File: config.mk
export PLATFORM = sky130hd
export DESIGN_NAME = topview_seg_sched
export DESIGN_NICKNAME = d
export VERILOG_FILES = /design/src/rtl/topview_seg_sched.sv
export SDC_FILE = /design/constraint.sdc
export NUM_CORES = 1
export LEC_CHECK = 0
export BUFFER_PORTS_ARGS = -buffer_cell sky130_fd_sc_hd__clkbuf_2
export CORE_UTILIZATION = 53
export CTS_BUF_LIST = sky130_fd_sc_hd__clkbuf_2
export CTS_CLUSTER_SIZE = 16
export DETAILED_ROUTE_END_ITERATION = 6
export GPL_ROUTABILITY_DRIVEN = 0
export GPL_TIMING_DRIVEN = 0
export PLACE_DENSITY_LB_ADDON = 0.15
export SLEW_MARGIN = 15
export SYNTH_ARGS = -nofsm -noshare
export SYNTH_HDL_FRONTEND = slang
export SYNTH_SLANG_ARGS = --single-unit
File: constraint.sdc
create_clock -name clk -period 4.58 [get_ports clk]
set_input_delay 0.687 -clock clk [delete_from_list [all_inputs] [get_ports clk]]
set_output_delay 0.687 -clock clk [all_outputs]
set_load 0.005 [all_outputs]
File: src/rtl/topview_seg_sched.sv
// Readout scheduler: streams the top-view segment table to one valid/ready consumer.
// Optional build macro TOPVIEW_SEG_SKIP_INVALID_EN drops table words whose ok bit is 0.
module topview_seg_sched #(
  parameter int RAM_ADDR_W = 12,
  parameter int OUT_V_BITW = 9,
  parameter int OUT_H_BITW = 10,
  localparam int DATA_WIDTH = 2*(OUT_V_BITW+OUT_H_BITW)+1
) (
  input  logic                  clk,
  input  logic                  rst,
  input  logic                  tv_ready,
  input  logic [RAM_ADDR_W-1:0] tv_line_num,
  output logic [RAM_ADDR_W-1:0] tv_raddr,
  input  logic [DATA_WIDTH-1:0] tv_rdata,
  output logic                  seg_valid,
  input  logic                  seg_ready,
  output logic [OUT_V_BITW-1:0] seg_start_v,
  output logic [OUT_H_BITW-1:0] seg_start_h,
  output logic [OUT_V_BITW-1:0] seg_end_v,
  output logic [OUT_H_BITW-1:0] seg_end_h,
  output logic                  seg_ok,
  output logic                  seg_last,
  output logic                  busy,
  output logic                  frame_done,
  output logic                  frame_abort,
  output logic [RAM_ADDR_W-1:0] seg_count
);

  // FIFO entry = {table word, last flag}; offsets below index into that entry
  localparam int EH_LO = 2;
  localparam int EV_LO = EH_LO + OUT_H_BITW;
  localparam int SH_LO = EV_LO + OUT_V_BITW;
  localparam int SV_LO = SH_LO + OUT_H_BITW;

  typedef enum logic [1:0] {S_IDLE, S_READ, S_DRAIN, S_DONE} state_t;

  state_t                r_state;
  logic                  r_ready_d;
  logic [RAM_ADDR_W-1:0] r_n;
  logic [RAM_ADDR_W-1:0] r_rd_addr;
  logic [RAM_ADDR_W-1:0] r_raddr;
  logic [RAM_ADDR_W-1:0] r_seg_count;
  logic                  r_pend;
  logic                  r_pend_last;
  logic [DATA_WIDTH:0]   r_mem [2];
  logic                  r_wp;
  logic                  r_rp;
  logic [1:0]            r_cnt;
  logic                  r_frame_done;
  logic                  r_frame_abort;

  logic [DATA_WIDTH:0]   w_head;
  logic                  w_pop;
  logic                  w_push;
  logic [1:0]            w_cnt_next;
  logic [2:0]            w_occ;
  logic                  w_issue;
  logic                  w_rise;
  logic                  w_abort;
  logic [RAM_ADDR_W-1:0] w_rd_inc;

  assign w_head = r_mem[r_rp];
  assign w_pop  = (r_cnt != 2'd0) && seg_ready;
`ifdef TOPVIEW_SEG_SKIP_INVALID_EN
  assign w_push = r_pend && tv_rdata[0];
`else
  assign w_push = r_pend;
`endif
  assign w_cnt_next = r_cnt + {1'b0, w_push} - {1'b0, w_pop};
  // Counting an in-flight read as occupied keeps the 2-entry FIFO from overflowing
  assign w_occ    = {1'b0, r_cnt} + {2'b0, r_pend} - {2'b0, w_pop};
  assign w_issue  = (r_state == S_READ) && (r_rd_addr < r_n) && (w_occ < 3'd2);
  assign w_rise   = tv_ready && !r_ready_d;
  assign w_abort  = ((r_state == S_READ) || (r_state == S_DRAIN)) && !tv_ready;
  assign w_rd_inc = r_rd_addr + RAM_ADDR_W'(1);

  always_ff @(posedge clk or posedge rst) begin
    if (rst) begin
      r_state       <= S_IDLE;
      r_ready_d     <= 1'b1;  // a level-high tv_ready at release must not start a frame
      r_n           <= '0;
      r_rd_addr     <= '0;
      r_raddr       <= '0;
      r_seg_count   <= '0;
      r_pend        <= 1'b0;
      r_pend_last   <= 1'b0;
      r_mem[0]      <= '0;
      r_mem[1]      <= '0;
      r_wp          <= 1'b0;
      r_rp          <= 1'b0;
      r_cnt         <= 2'd0;
      r_frame_done  <= 1'b0;
      r_frame_abort <= 1'b0;
    end else begin
      r_ready_d     <= tv_ready;
      r_frame_done  <= 1'b0;
      r_frame_abort <= 1'b0;
      case (r_state)
        S_IDLE: begin
          if (w_rise) begin
            r_n         <= tv_line_num;
            r_rd_addr   <= '0;
            r_raddr     <= '0;
            r_seg_count <= '0;
            r_pend      <= 1'b0;
            r_wp        <= 1'b0;
            r_rp        <= 1'b0;
            r_cnt       <= 2'd0;
            if (tv_line_num == '0) begin
              r_state      <= S_DONE;
              r_frame_done <= 1'b1;
            end else begin
              r_state <= S_READ;
            end
          end
        end
        S_READ, S_DRAIN: begin
          if (w_abort) begin
            r_state       <= S_IDLE;
            r_pend        <= 1'b0;
            r_wp          <= 1'b0;
            r_rp          <= 1'b0;
            r_cnt         <= 2'd0;
            r_frame_abort <= 1'b1;
          end else begin
            r_pend <= w_issue;
            if (w_issue) begin
              r_pend_last <= (r_rd_addr == r_n - RAM_ADDR_W'(1));
              r_rd_addr   <= w_rd_inc;
              if (w_rd_inc < r_n)
                r_raddr <= w_rd_inc;
            end
            if (w_push) begin
              r_mem[r_wp] <= {tv_rdata, r_pend_last};
              r_wp        <= ~r_wp;
            end
            if (w_pop) begin
              r_rp <= ~r_rp;
              if (~&r_seg_count)
                r_seg_count <= r_seg_count + RAM_ADDR_W'(1);
            end
            r_cnt <= w_cnt_next;
            // Going straight to DONE when the final pop empties the FIFO saves a cycle
            if (r_state == S_READ) begin
              if ((r_rd_addr == r_n) && !r_pend) begin
                if (w_cnt_next == 2'd0) begin
                  r_state      <= S_DONE;
                  r_frame_done <= 1'b1;
                end else begin
                  r_state <= S_DRAIN;
                end
              end
            end else if (w_cnt_next == 2'd0) begin
              r_state      <= S_DONE;
              r_frame_done <= 1'b1;
            end
          end
        end
        S_DONE:  r_state <= S_IDLE;
        default: r_state <= S_IDLE;
      endcase
    end
  end

  assign tv_raddr    = r_raddr;
  assign seg_valid   = (r_cnt != 2'd0);
  assign seg_last    = w_head[0];
  assign seg_ok      = w_head[1];
  assign seg_end_h   = w_head[EV_LO-1:EH_LO];
  assign seg_end_v   = w_head[SH_LO-1:EV_LO];
  assign seg_start_h = w_head[SV_LO-1:SH_LO];
  assign seg_start_v = w_head[DATA_WIDTH:SV_LO];
  assign busy        = (r_state != S_IDLE);
  assign frame_done  = r_frame_done;
  assign frame_abort = r_frame_abort;
  assign seg_count   = r_seg_count;

endmodule
==> summary.md, run 1 <==
| Metric | Value |
|---|---|
| CTS tree | `yes` |
| Synth Area in XOR/XNOR | `roughly 4.1%` |
| Overflow after GRT | `0` |
| Row count | `42` |
| Final #Nets | `roughly 870` |
| HPWL after DPL | `~12 mm` |
| Fraction of layout cells with a size suffix above 1 | `between 30% and 40%` |
| Reg-to-reg startpoint | `r_cnt[1]` |
| R2R depth | `15` |
| R2R setup slack | `approximately 0.63 ns` |
| Post-CTS setup buffer count | `0` |
| Synth Area in Adders | `roughly 6%` |
| Yosys warnings | `0` |
| Initial Util | `a little under three fifths` |
| Total power | `roughly 5.0 mW` |
| Crit Path Max Fanout | `9` |
| Number of fill cells | `about 1100` |
| Fmax | `253.2 MHz` |
| Comb power frac | `a little under half` |
| Area delta synth->final | `14.71%` |
| Commonest cells after routing, fill and taps aside | `141 x clkbuf_2, 138 x dfrtp_1, 135 x mux2_2` |
| Die Height | `~120 µm` |
| I/O Buffers | `around 120` |
| VDD IR-drop max | `~0.29 mV` |
| Diode count | `0` |
| Pin count of the biggest net entering global routing | `between 80 and 90` |
| RSZ-0062 raised after global routing | `false` |
| Clock power share | `a little over an eighth` |
| Sinks on Clock Net | `roughly 140` |
| Finish-stage setup viols | `0` |
| Starting DRC count in detailed routing | `approximately 290` |
| Crit path DAT | `approximately 4.6 ns` |
| Slew HR | `about 56%` |
| Residual DRC count | `0` |
| DIE WIDTH | `120.4 µm` |
| Routing usage on met2 | `about 39%` |
| Final WS setup | `~0.63 ns` |
| Syn nets | `between 700 and 800` |
| EDFF count, synth | `0` |
| Htree depth | `4` |
| Hold_sp | `tv_ready` |
| Initial antenna violation count | `0` |
| Compound-cell area share of the yosys netlist | `8.131%` |
| Asr flop ratio synth | `100.0%` |
| Psw | `approximately 2.0 mW` |
| WHS Path Cells | `1` |
| DRT Pass-1 Iters | `5` |
| Post-synthesis register bit count | `between 100 and 150` |
| Met3 usage | `between 6 and 7%` |
| Crit path kind | `flop to flop` |
| Clk pin slew, worst setup/hold paths | `roughly 0.20 ns` |
| Pwr dens | `589.7 mW/mm²` |
| Most common cell after layout, fill and taps aside | `clkbuf_2` |
| Tot GR Track Use | `24.06%` |
| Total I/O pin count | `between 100 and 150` |
| Vias | `5456` |
| Tcrit/Tclk final | `86.24%` |
| Skew final | `0.03018 ns` |
| Largest family of logic cells by synthesized area | `multiplexers` |
| Sw frac | `between 30 and 40%` |
| Area of the core | `0.01345 mm²` |
| Post-Syn Instances | `634` |
| Run status | `complete, no violations` |
| Post-Synth Simple-Gate Area | `a little under a tenth` |
| DR vias/cell | `5.654` |
| Root Driver | `clkbuf_2` |
| Vias in the first global route | `approximately 5700` |
| Post-Syn Area | `roughly 0.0074 mm²` |
| Fin crit period | `just under 4 ns` |
| Int Power | `roughly 3.1 mW` |
| Post-synthesis sequential area ratio | `46.82%` |
| Fin. max-slew vios | `0` |
| Final hold vios | `0` |
| Reg2reg end | `tv_raddr[10]` |
| Critical Path RT | `between 5 and 6 ns` |
| Met1 Use GR | `a little under a third` |
| Ys flop type | `dfrtp_1` |
| Element type at the critical path start | `flop` |
| Mean Syn Cell Area | `around 12 µm²` |
| CTS resizes | `0` |
| Max Buffers Root-to-Sink | `2` |
| TritonCTS buffer count | `17` |
| Fin Hold WS | `0.1441 ns` |
| Worst Max-Slew Pin Slew | `roughly 0.67 ns` |
| Multiplexer share of the synthesized area | `21.95%` |
| Die area | `between 0.01 and 0.015 mm²` |
| First-pass GRT wire length | `27.08 mm` |
| Antenna-violating nets left | `0` |
| GRT busiest layer | `met2` |
| Max Cap Violations | `0` |
| Pre-CTS setup slack | `around 0.66 ns` |
| Post-cts hold buffer count | `1` |
| Sequential power share | `~39%` |
| WL per Instance | `between 15 and 20 µm` |
| Crit. End Element | `flop` |
| Later-pin clock latency in the skew report | `roughly 0.71 ns` |
| Leakage | `around 4.2 nW` |
| Yosys cell types | `54` |
| Post-Route WL | `~16 mm` |
| Worst Hold Class | `input port to flop` |
| WHS Endpoint | `r_ready_d` |
through the flow:
step,setup TNS [ns],std cells,utilization [%],area [µm²]
final,0,965,63.37,8526
after floorplan,0,634,-,7432
after global placement,-157.81,932,61.42,8263
after CTS,0,965,63.37,8526
after global routing,0,965,63.37,8526
after detailed placement,0,933,61.66,8295
worst max-delay path, stage by stage, from the launching register on:
cell and delay (ns):
dfrtp_1 0.47, or2_2 0.35, nand2_1 0.25, inv_1 0.09, ha_1 0.28, inv_1 0.06
ha_1 0.13, inv_1 0.05, fa_1 0.37, xnor2_1 0.18, nand4b_1 0.18, a2111oi_4 0.63
nand3_4 0.30, and2_4 0.26, buf_6 0.13, o2bb2ai_1 0.11
kinds of logic (layout without fill, tap and decap cells):
family | after synthesis | count (layout)
AO/OA/AOI/OAI | 78 | 78
XOR/XNOR | 35 | 35
AND/OR/NAND/NOR | 139 | 139
buffers and inverters | 62 | 217
adder cells (fa/ha/maj) | 35 | 35
multiplexers | 146 | 146
flip-flops | 139 | 139
metal layers:
layer	wire (µm)	part of all wire [%]	vias to the layer above
li1	-	-	2572
met1	7232	44	2700
met3	1038	6.4	18
met5	0	0	-
met2	7870	48	166
met4	185	1.1	0
Yosys cell counts (11+ instances only):
cell | n | share of area (%)
dfrtp_1 | 138 | 46
nand3_1 | 37 | 2.5
nand4_1 | 11 | 0.93
nand2_1 | 27 | 1.4
clkbuf_1 | 19 | 0.96
a21oi_1 | 14 | 0.94
inv_1 | 28 | 1.4
o21ai_0 | 18 | 1.2
xnor2_1 | 26 | 3.1
mux2_2 | 135 | 20
nor2_1 | 28 | 1.4
ha_1 | 34 | 5.7
power by group through the flow:
stage | logic [mW] | registers [mW] | clock network, mW
2_1_floorplan | 1.73 | 1.88 | 0
3_3_place_gp | 2.28 | 1.94 | 0
3_5_place_dp | 2.38 | 1.98 | 0
4_1_cts | 2.39 | 1.95 | 0.710
5_1_grt | 2.64 | 2.01 | 0.774
6_report | 2.39 | 1.95 | 0.690
how the worst max path moves through the flow:
stage / slack, ns / startpoint / to
2_1_floorplan: 0.17 / rst / frame_abort
3_3_place_gp: -1.16 / rst / r_n[0]
3_5_place_dp: 0.66 / r_cnt[1] / tv_raddr[1]
4_1_cts: 0.63 / r_cnt[1] / tv_raddr[10]
5_1_grt: 0.40 / r_cnt[1] / r_rd_addr[11]
6_report: 0.63 / r_cnt[1] / tv_raddr[10]
final cells by class:
class	instances	area (µm²)	share of cell area, %
plain buffers	34	147.6	1.732
clock buffers	19	95.09	1.115
clock inverters	12	125.1	1.468
inverters	28	110.1	1.291
multi-input cells	433	3700	43.40
flip-flops and latches	139	3480	40.81
well taps	176	220.2	2.583
repair buffers	124	648.1	7.602
state kept, by name (all words and copies together) (netlist names), 2 cells and up:
| register | cells |
|---|---|
| r_rd_addr | 12 |
| r_state | 2 |
| r_n | 12 |
| r_cnt | 2 |
| seg_count | 12 |
| tv_raddr | 12 |
| r_mem | 80 |
Power figures use the tool's default switching activity.
==> run 2, diff against run 1 <==
--- a/config.mk
+++ b/config.mk
@@ -5,11 +5,11 @@
 export SDC_FILE = /design/constraint.sdc
 export NUM_CORES = 1
 export LEC_CHECK = 0
-export BUFFER_PORTS_ARGS = -buffer_cell sky130_fd_sc_hd__clkbuf_2
-export CORE_UTILIZATION = 53
+export CORE_UTILIZATION = 60
 export CTS_BUF_LIST = sky130_fd_sc_hd__clkbuf_2
 export CTS_CLUSTER_SIZE = 16
 export DETAILED_ROUTE_END_ITERATION = 6
+export DONT_BUFFER_PORTS = 1
 export GPL_ROUTABILITY_DRIVEN = 0
 export GPL_TIMING_DRIVEN = 0
 export PLACE_DENSITY_LB_ADDON = 0.15
==> run 2 against run 1 <==
Fmax down 1.0%. Count of clock-buffer cells in the layout down 1. Non-clock buffer count down 121. Sequential share of layout area up 3.1 points. Clock skew up 0.0027 ns. Final area down 7.1%. Utilization up 2.3 points. Flip-flop and latch count unchanged. Register-to-register slack worse by 0.04 ns. Critical path type unchanged. Critical endpoint is now tv_raddr[8]. Largest cell class unchanged. Largest power group unchanged. Highest routed layer unchanged.
==> summary.md, run 2 (synthesis gave the netlist of run 1 again) <==
| Metric | Value |
|---|---|
| Fraction of layout cells with a size suffix above 1 | `28.10%` |
| Most common cell after layout, fill and taps aside | `dfrtp_1` |
| Area delta synth->final | `6.515%` |
| Int Power | `~2.9 mW` |
| Crit Path Max Fanout | `9` |
| HPWL after DPL | `11.53 mm` |
| WL per Instance | `18.66 µm` |
| Htree depth | `4` |
| Skew final | `0.03284 ns` |
| Reg-to-reg startpoint | `r_cnt[1]` |
| Post-CTS setup buffer count | `0` |
| VDD IR-drop max | `just under 0.3 mV` |
| Tcrit/Tclk final | `87.11%` |
| DR vias/cell | `between 5 and 6` |
| Row count | `40` |
| Die area | `0.01284 mm²` |
| Tot GR Track Use | `between 20% and 30%` |
| Max Cap Violations | `0` |
| Setup crit start | `r_cnt[1]` |
| Placed Instances | `approximately 800` |
| Area of the core | `between 0.01 and 0.015 mm²` |
| Vias in the first global route | `between 5000 and 6000` |
| Max reg flops | `80` |
| Element type at the critical path start | `flop` |
| Fin cells | `around 840` |
| CTS resizes | `0` |
| Worst Max-Slew Pin Slew | `0.6623 ns` |
| Run status | `complete, no violations` |
| Initial Util | `between 60% and 70%` |
| Largest register by flop count | `r_mem` |
| Psw | `between 1.5 and 2 mW` |
| Slew HR | `55.85%` |
| Die Height | `roughly 110 µm` |
| Sw frac | `39.34%` |
| Total I/O pin count | `between 100 and 150` |
| WHS Endpoint | `r_n[7]` |
| Critical Path RT | `approximately 5.2 ns` |
| Fmax | `about 250 MHz` |
| Post-Route WL | `approximately 16 mm` |
| WHS Path Cells | `1` |
| Pwr dens | `605.3 mW/mm²` |
| CTS tree | `yes` |
| Crit path kind | `flop to flop` |
| Reg2reg end | `tv_raddr[8]` |
| Fin. max-slew vios | `0` |
| Total power | `about 4.8 mW` |
| Fin Hold WS | `0.1222 ns` |
| Comb power frac | `around 45%` |
| Finish-stage setup viols | `0` |
| DIE WIDTH | `around 110 µm` |
| Layout Utilization | `around 66%` |
| Crit path DAT | `4.56 ns` |
| Pin count of the biggest net entering global routing | `80` |
| RSZ-0062 raised after global routing | `false` |
| Crit. End Element | `flop` |
| Later-pin clock latency in the skew report | `approximately 0.7 ns` |
| Max Buffers Root-to-Sink | `2` |
| Final hold vios | `0` |
| Residual DRC count | `0` |
| Clk pin slew, worst setup/hold paths | `~0.21 ns` |
| TritonCTS buffer count | `17` |
| Final #Nets | `around 750` |
| R2R setup slack | `approximately 0.59 ns` |
| Leakage | `3.640 nW` |
| Sequential power share | `approximately two fifths` |
| I/O Buffers | `0` |
| Commonest cells after routing, fill and taps aside | `138 x dfrtp_1, 135 x mux2_2, 37 x nand3_1` |
| Antenna-violating nets left | `0` |
| DRT Pass-1 Iters | `4` |
| Vias | `between 4000 and 5000` |
| Overflow after GRT | `0` |
| Sinks on Clock Net | `139` |
| Fin crit period | `about 4.0 ns` |
| Hold_sp | `tv_line_num[7]` |
| Clock power share | `~14%` |
| Root Driver | `clkbuf_2` |
| Worst Hold Class | `input port to flop` |
| First-pass GRT wire length | `25.25 mm` |
| R2R depth | `15` |
| Starting DRC count in detailed routing | `roughly 280` |
| Initial antenna violation count | `1` |
==> run 2: worst max-delay path by stage <==
stage | to | slack (ns) | cells after the start
2_1_floorplan | frame_abort | 0.17 | 1
3_3_place_gp | r_n[0] | -1.02 | 1
3_5_place_dp | tv_raddr[10] | 0.62 | 15
4_1_cts | tv_raddr[10] | 0.58 | 15
5_1_grt | r_rd_addr[0] | 0.30 | 16
6_report | tv_raddr[8] | 0.59 | 15
==> run 2: per-stage QoR <==
| step | TNS [ns] | instance area (µm²) | worst slack, ns |
|---|---|---|---|
| after floorplan | 0 | 7432 | 0.1701 |
| after global placement | -140.01 | 7642 | -1.023 |
| after detailed placement | 0 | 7675 | 0.6183 |
| after CTS | 0 | 7914 | 0.5788 |
| after global routing | 0 | 7916 | 0.3047 |
| final | 0 | 7916 | 0.5905 |
==> run 2: power groups by stage <==
stage | clock network [mW] | registers, mW | logic [mW]
after floorplan | 0 | 1.88 | 1.73
after global placement | 0 | 1.95 | 2.05
after detailed placement | 0 | 1.98 | 2.14
after CTS | 0.712 | 1.95 | 2.15
after global routing | 0.764 | 2.02 | 2.36
final | 0.690 | 1.96 | 2.15
==> run 2: metal layers <==
layer,global-route usage (%),up-vias,share of wire (%)
met4,10.09,0,2.1
met5,0,-,0
li1,-,2332,-
met2,39.10,139,46
met1,34.08,2475,46
met3,7.874,25,6.0
==> run 2: repair_timing <==
action,in CTS,in global routing
setup endpoints to repair,0,0
hold endpoints to repair,62,0
hold buffers,2,0
==> run 2: area by class of cell <==
cell class,count,area (µm²)
Clock buffer,18,90.09
Clock inverter,14,128.9
Sequential cell,139,3480
Multi-Input combinational cell,433,3700
Timing Repair Buffer,3,47.55
Antenna cell,1,2.502
Tap cell,168,210.2
Buffer,34,147.6
Fill cell,950,4145
Inverter,28,110.1
==> run 2: critical path: stages (launching register included) <==
cell and delay [ns]:
dfrtp_1 0.47, or2_2 0.35, nand2_1 0.27, inv_1 0.09, ha_1 0.29, inv_1 0.06, ha_1 0.13, inv_1 0.05
fa_1 0.37, xnor2_1 0.17, nand4b_1 0.18, a2111oi_4 0.64, nand3_4 0.31, and2_4 0.26, buf_6 0.13, o2bb2ai_1 0.11
==> run 3, diff against run 2 <==
--- a/config.mk
+++ b/config.mk
@@ -5,12 +5,13 @@
 export SDC_FILE = /design/constraint.sdc
 export NUM_CORES = 1
 export LEC_CHECK = 0
+export ABC_AREA = 1
 export CORE_UTILIZATION = 60
 export CTS_BUF_LIST = sky130_fd_sc_hd__clkbuf_2
 export CTS_CLUSTER_SIZE = 16
 export DETAILED_ROUTE_END_ITERATION = 6
 export DONT_BUFFER_PORTS = 1
-export GPL_ROUTABILITY_DRIVEN = 0
+export GPL_ROUTABILITY_DRIVEN = 1
 export GPL_TIMING_DRIVEN = 0
 export PLACE_DENSITY_LB_ADDON = 0.15
 export SLEW_MARGIN = 15
==> run 3 against run 2 <==
Global-route usage grew 1.7 points. Combinational power fell by 9.8%. Count of clock-buffer cells in the layout is the same. Sequential power is 3% lower. Final area rose by 1.2%. Synthesized cell count grew 59%. Largest cell class is now registers. Critical path type unchanged. Highest routed layer unchanged. Critical path depth up 4. Area after synthesis up 1.2%. Clock power about the same. Critical endpoint is now tv_raddr[4].
==> summary.md, run 3 <==
| Metric | Value |
|---|---|
| Clk pin slew, worst setup/hold paths | `about 0.24 ns` |
| Area delta synth->final | `6.436%` |
| Initial Util | `between 60% and 70%` |
| Finish-stage setup viols | `0` |
| Row count | `40` |
| I/O Buffers | `0` |
| WL per Instance | `about 14 µm` |
| First-pass GRT wire length | `between 20 and 30 mm` |
| DIE WIDTH | `around 110 µm` |
| Crit. End Element | `flop` |
| Ys flop type | `dfrtp_1` |
| Max Cap Violations | `0` |
| Slew HR | `about three fifths` |
| Sum Neg Setup Slack | `0 ns` |
| Post-synthesis sequential area ratio | `between 40 and 50%` |
| Top cells by count, synth | `378 x nand2_1, 138 x dfrtp_1, 122 x o21ai_0` |
| Skew final | `between 0.05 and 0.06 ns` |
| Asr flop ratio synth | `100.0%` |
| Worst Hold Class | `input port to flop` |
| Final #Nets | `~1100` |
| Fin crit period | `3.196 ns` |
| Max reg flops | `80` |
| Yosys cell types | `33` |
| Most common cell in the synthesized netlist | `nand2_1` |
| Total power | `roughly 4.5 mW` |
| Most common cell after layout, fill and taps aside | `nand2_1` |
| Pwr dens | `566.1 mW/mm²` |
| Fin. max-slew vios | `0` |
| Fin Hold WS | `between 0.06 and 0.07 ns` |
| Vias | `approximately 6300` |
| HPWL after DPL | `about 12 mm` |
| Layout Utilization | `66.12%` |
| Crit path DAT | `between 3 and 4 ns` |
| Crit path kind | `flop to flop` |
| EDFF count, synth | `0` |
| CP max-delay cell | `fa_1` |
| Htree depth | `4` |
| Synth top area cells | `dfrtp_1 46%, nand2_1 19%, o21ai_0 8.1%` |
| Post-CTS setup buffer count | `0` |
| Tcrit/Tclk final | `69.78%` |
| Share of the synthesized area in the top cell type | `between 40 and 50%` |
| Total I/O pin count | `around 120` |
| Yosys warnings | `0` |
| Leakage | `roughly 4.3 nW` |
| Post-Syn Instances | `just over 1000` |
| Element type at the critical path start | `flop` |
| CTS tree | `yes` |
| Max Buffers Root-to-Sink | `2` |
| Overflow after GRT | `0` |
| Mean Syn Cell Area | `approximately 7.5 µm²` |
| Antenna-violating nets left | `0` |
| Critical Path RT | `just over 5 ns` |
| Vias in the first global route | `about 5900` |
| Die area | `0.01299 mm²` |
| VDD IR-drop max | `about 0.4 mV` |
| Sinks on Clock Net | `roughly 140` |
| Syn nets | `around 1100` |
| Residual DRC count | `0` |
| Final Instance Area | `between 0.008 and 0.009 mm²` |
| TritonCTS buffer count | `17` |
| Run status | `complete, no violations` |
| Tot GR Track Use | `a little over a quarter` |
| Placed cell area | `between 0.007 and 0.008 mm²` |
| CP Cell Sequence | `inv_1 -> nand2_1 -> nand2_1 -> inv_1 -> ha_1 -> inv_1 -> ha_1 -> inv_1 -> fa_1 -> nand3_1 -> nor2_1 -> nand2_1 -> nor2_1 -> nand3_1 -> o21ai_2 -> nand2_2 -> buf_6 -> nand2_1 -> nand2_1` |
| RePlAce Congestion | `slightly below 0.9` |
| Post-Route WL | `16.59 mm` |
| Diode count | `0` |
| Starting DRC count in detailed routing | `about 470` |
| DRT Pass-1 Iters | `5` |
| Most used cell, CP | `nand2_1` |
| RSZ-0062 raised after global routing | `false` |
| Crit Path Max Fanout | `10` |
| Pin count of the biggest net entering global routing | `approximately 120` |
| Root Driver | `clkbuf_2` |
| Area occupied by multi-input gates | `0.003411 mm²` |
| Worst Max-Slew Pin Slew | `between 0.6 and 0.7 ns` |
| Area of the core | `0.01211 mm²` |
| Number of fill cells | `about 1100` |
| Post-synthesis register bit count | `139` |
| Die Height | `114.0 µm` |
| DR vias/cell | `between 5 and 6` |
| Commonest cells after routing, fill and taps aside | `378 x nand2_1, 138 x dfrtp_1, 122 x o21ai_0` |
| Crit-path leading delay family | `simple AND/OR/NAND/NOR gates` |
| Worst stage delay on the critical path | `0.51 ns` |
| Cell taking the most area after synthesis | `dfrtp_1` |
| Final hold vios | `0` |
| WP buf/inv | `5` |
| Post-Syn Area | `between 0.007 and 0.008 mm²` |
| Fmax | `~310 MHz` |
| Initial antenna violation count | `0` |
| Largest register by flop count | `r_mem` |
| Fraction of layout cells with a size suffix above 1 | `4.981%` |
| Later-pin clock latency in the skew report | `approximately 0.71 ns` |
| Sequential cell area | `approximately 0.0035 mm²` |
[run 3: cell count changes after synthesis, moves of 6 or more]
cell and change:
nand2_1 +351, nor2_1 +26, o211ai_1 -9, nand2_2 +6
xnor2_1 -23, mux2_2 -135, o21ai_0 +104, clkbuf_1 +10
buf_1 -9, inv_1 +93, mux2i_1 -10, nor3_1 +8
[run 3: layout make-up]
class                           count  share of cell area [%]
Clock buffer                       18                   1.125
Clock inverter                     14                   1.609
Inverter                          126                   6.000
Sequential cell                   139                   43.45
Buffer                             35                   2.000
Timing Repair Buffer                3                  0.5938
Multi-Input combinational cell    709                   42.59
Tap cell                          168                   2.625
[run 3: path summary, 6_finish.rpt]
check	start	endpoint	slack, ns	depth (start not counted)
max	r_cnt[1]	tv_raddr[4]	1.38	19
min	tv_line_num[2]	r_n[2]	0.07	2
max reg2reg	r_cnt[1]	tv_raddr[4]	1.38	19
min reg2reg	r_mem[61]	r_mem[61]	0.51	2
max in group asynchronous	rst	r_mem[11]	3.38	3
min in group asynchronous	rst	r_mem[26]	0.40	2
[run 3: logic make-up (layout without fill, tap and decap cells)]
group	after synthesis	after routing	share of synthesized area (%)
flip-flops	139	139	46.25
AND/OR/NAND/NOR	509	509	27.34
XOR/XNOR	15	15	1.746
buffers and inverters	161	196	8.415
adder cells (fa/ha/maj)	35	35	5.921
AO/OA/AOI/OAI	150	150	10.33
[run 3: through the flow]
stage,setup slack (ns),std cells
after floorplan,0.1701,1009
after global placement,-1.206,1177
after detailed placement,1.403,1178
after CTS,1.406,1212
after global routing,1.104,1212
final,1.384,1212
[run 3: routing by layer]
layer	track usage, %	routed length [µm]	vias to the layer above
met5	0	0	-
li1	-	-	3222
met1	35.91	7482	2896
met4	9.784	337	0
met3	7.333	1015	22
met2	43.39	7758	171
[run 3: power breakdown]
group          internal, mW  switching, mW
Clock                 0.243          0.449
Sequential             1.63          0.269
Combinational         0.649           1.29
[run 3: repair_timing]
item	in CTS	in global routing
setup endpoints to repair	0	0
endpoints found under the hold margin	24	0
hold buffers	2	0
gates resized for setup	0	0
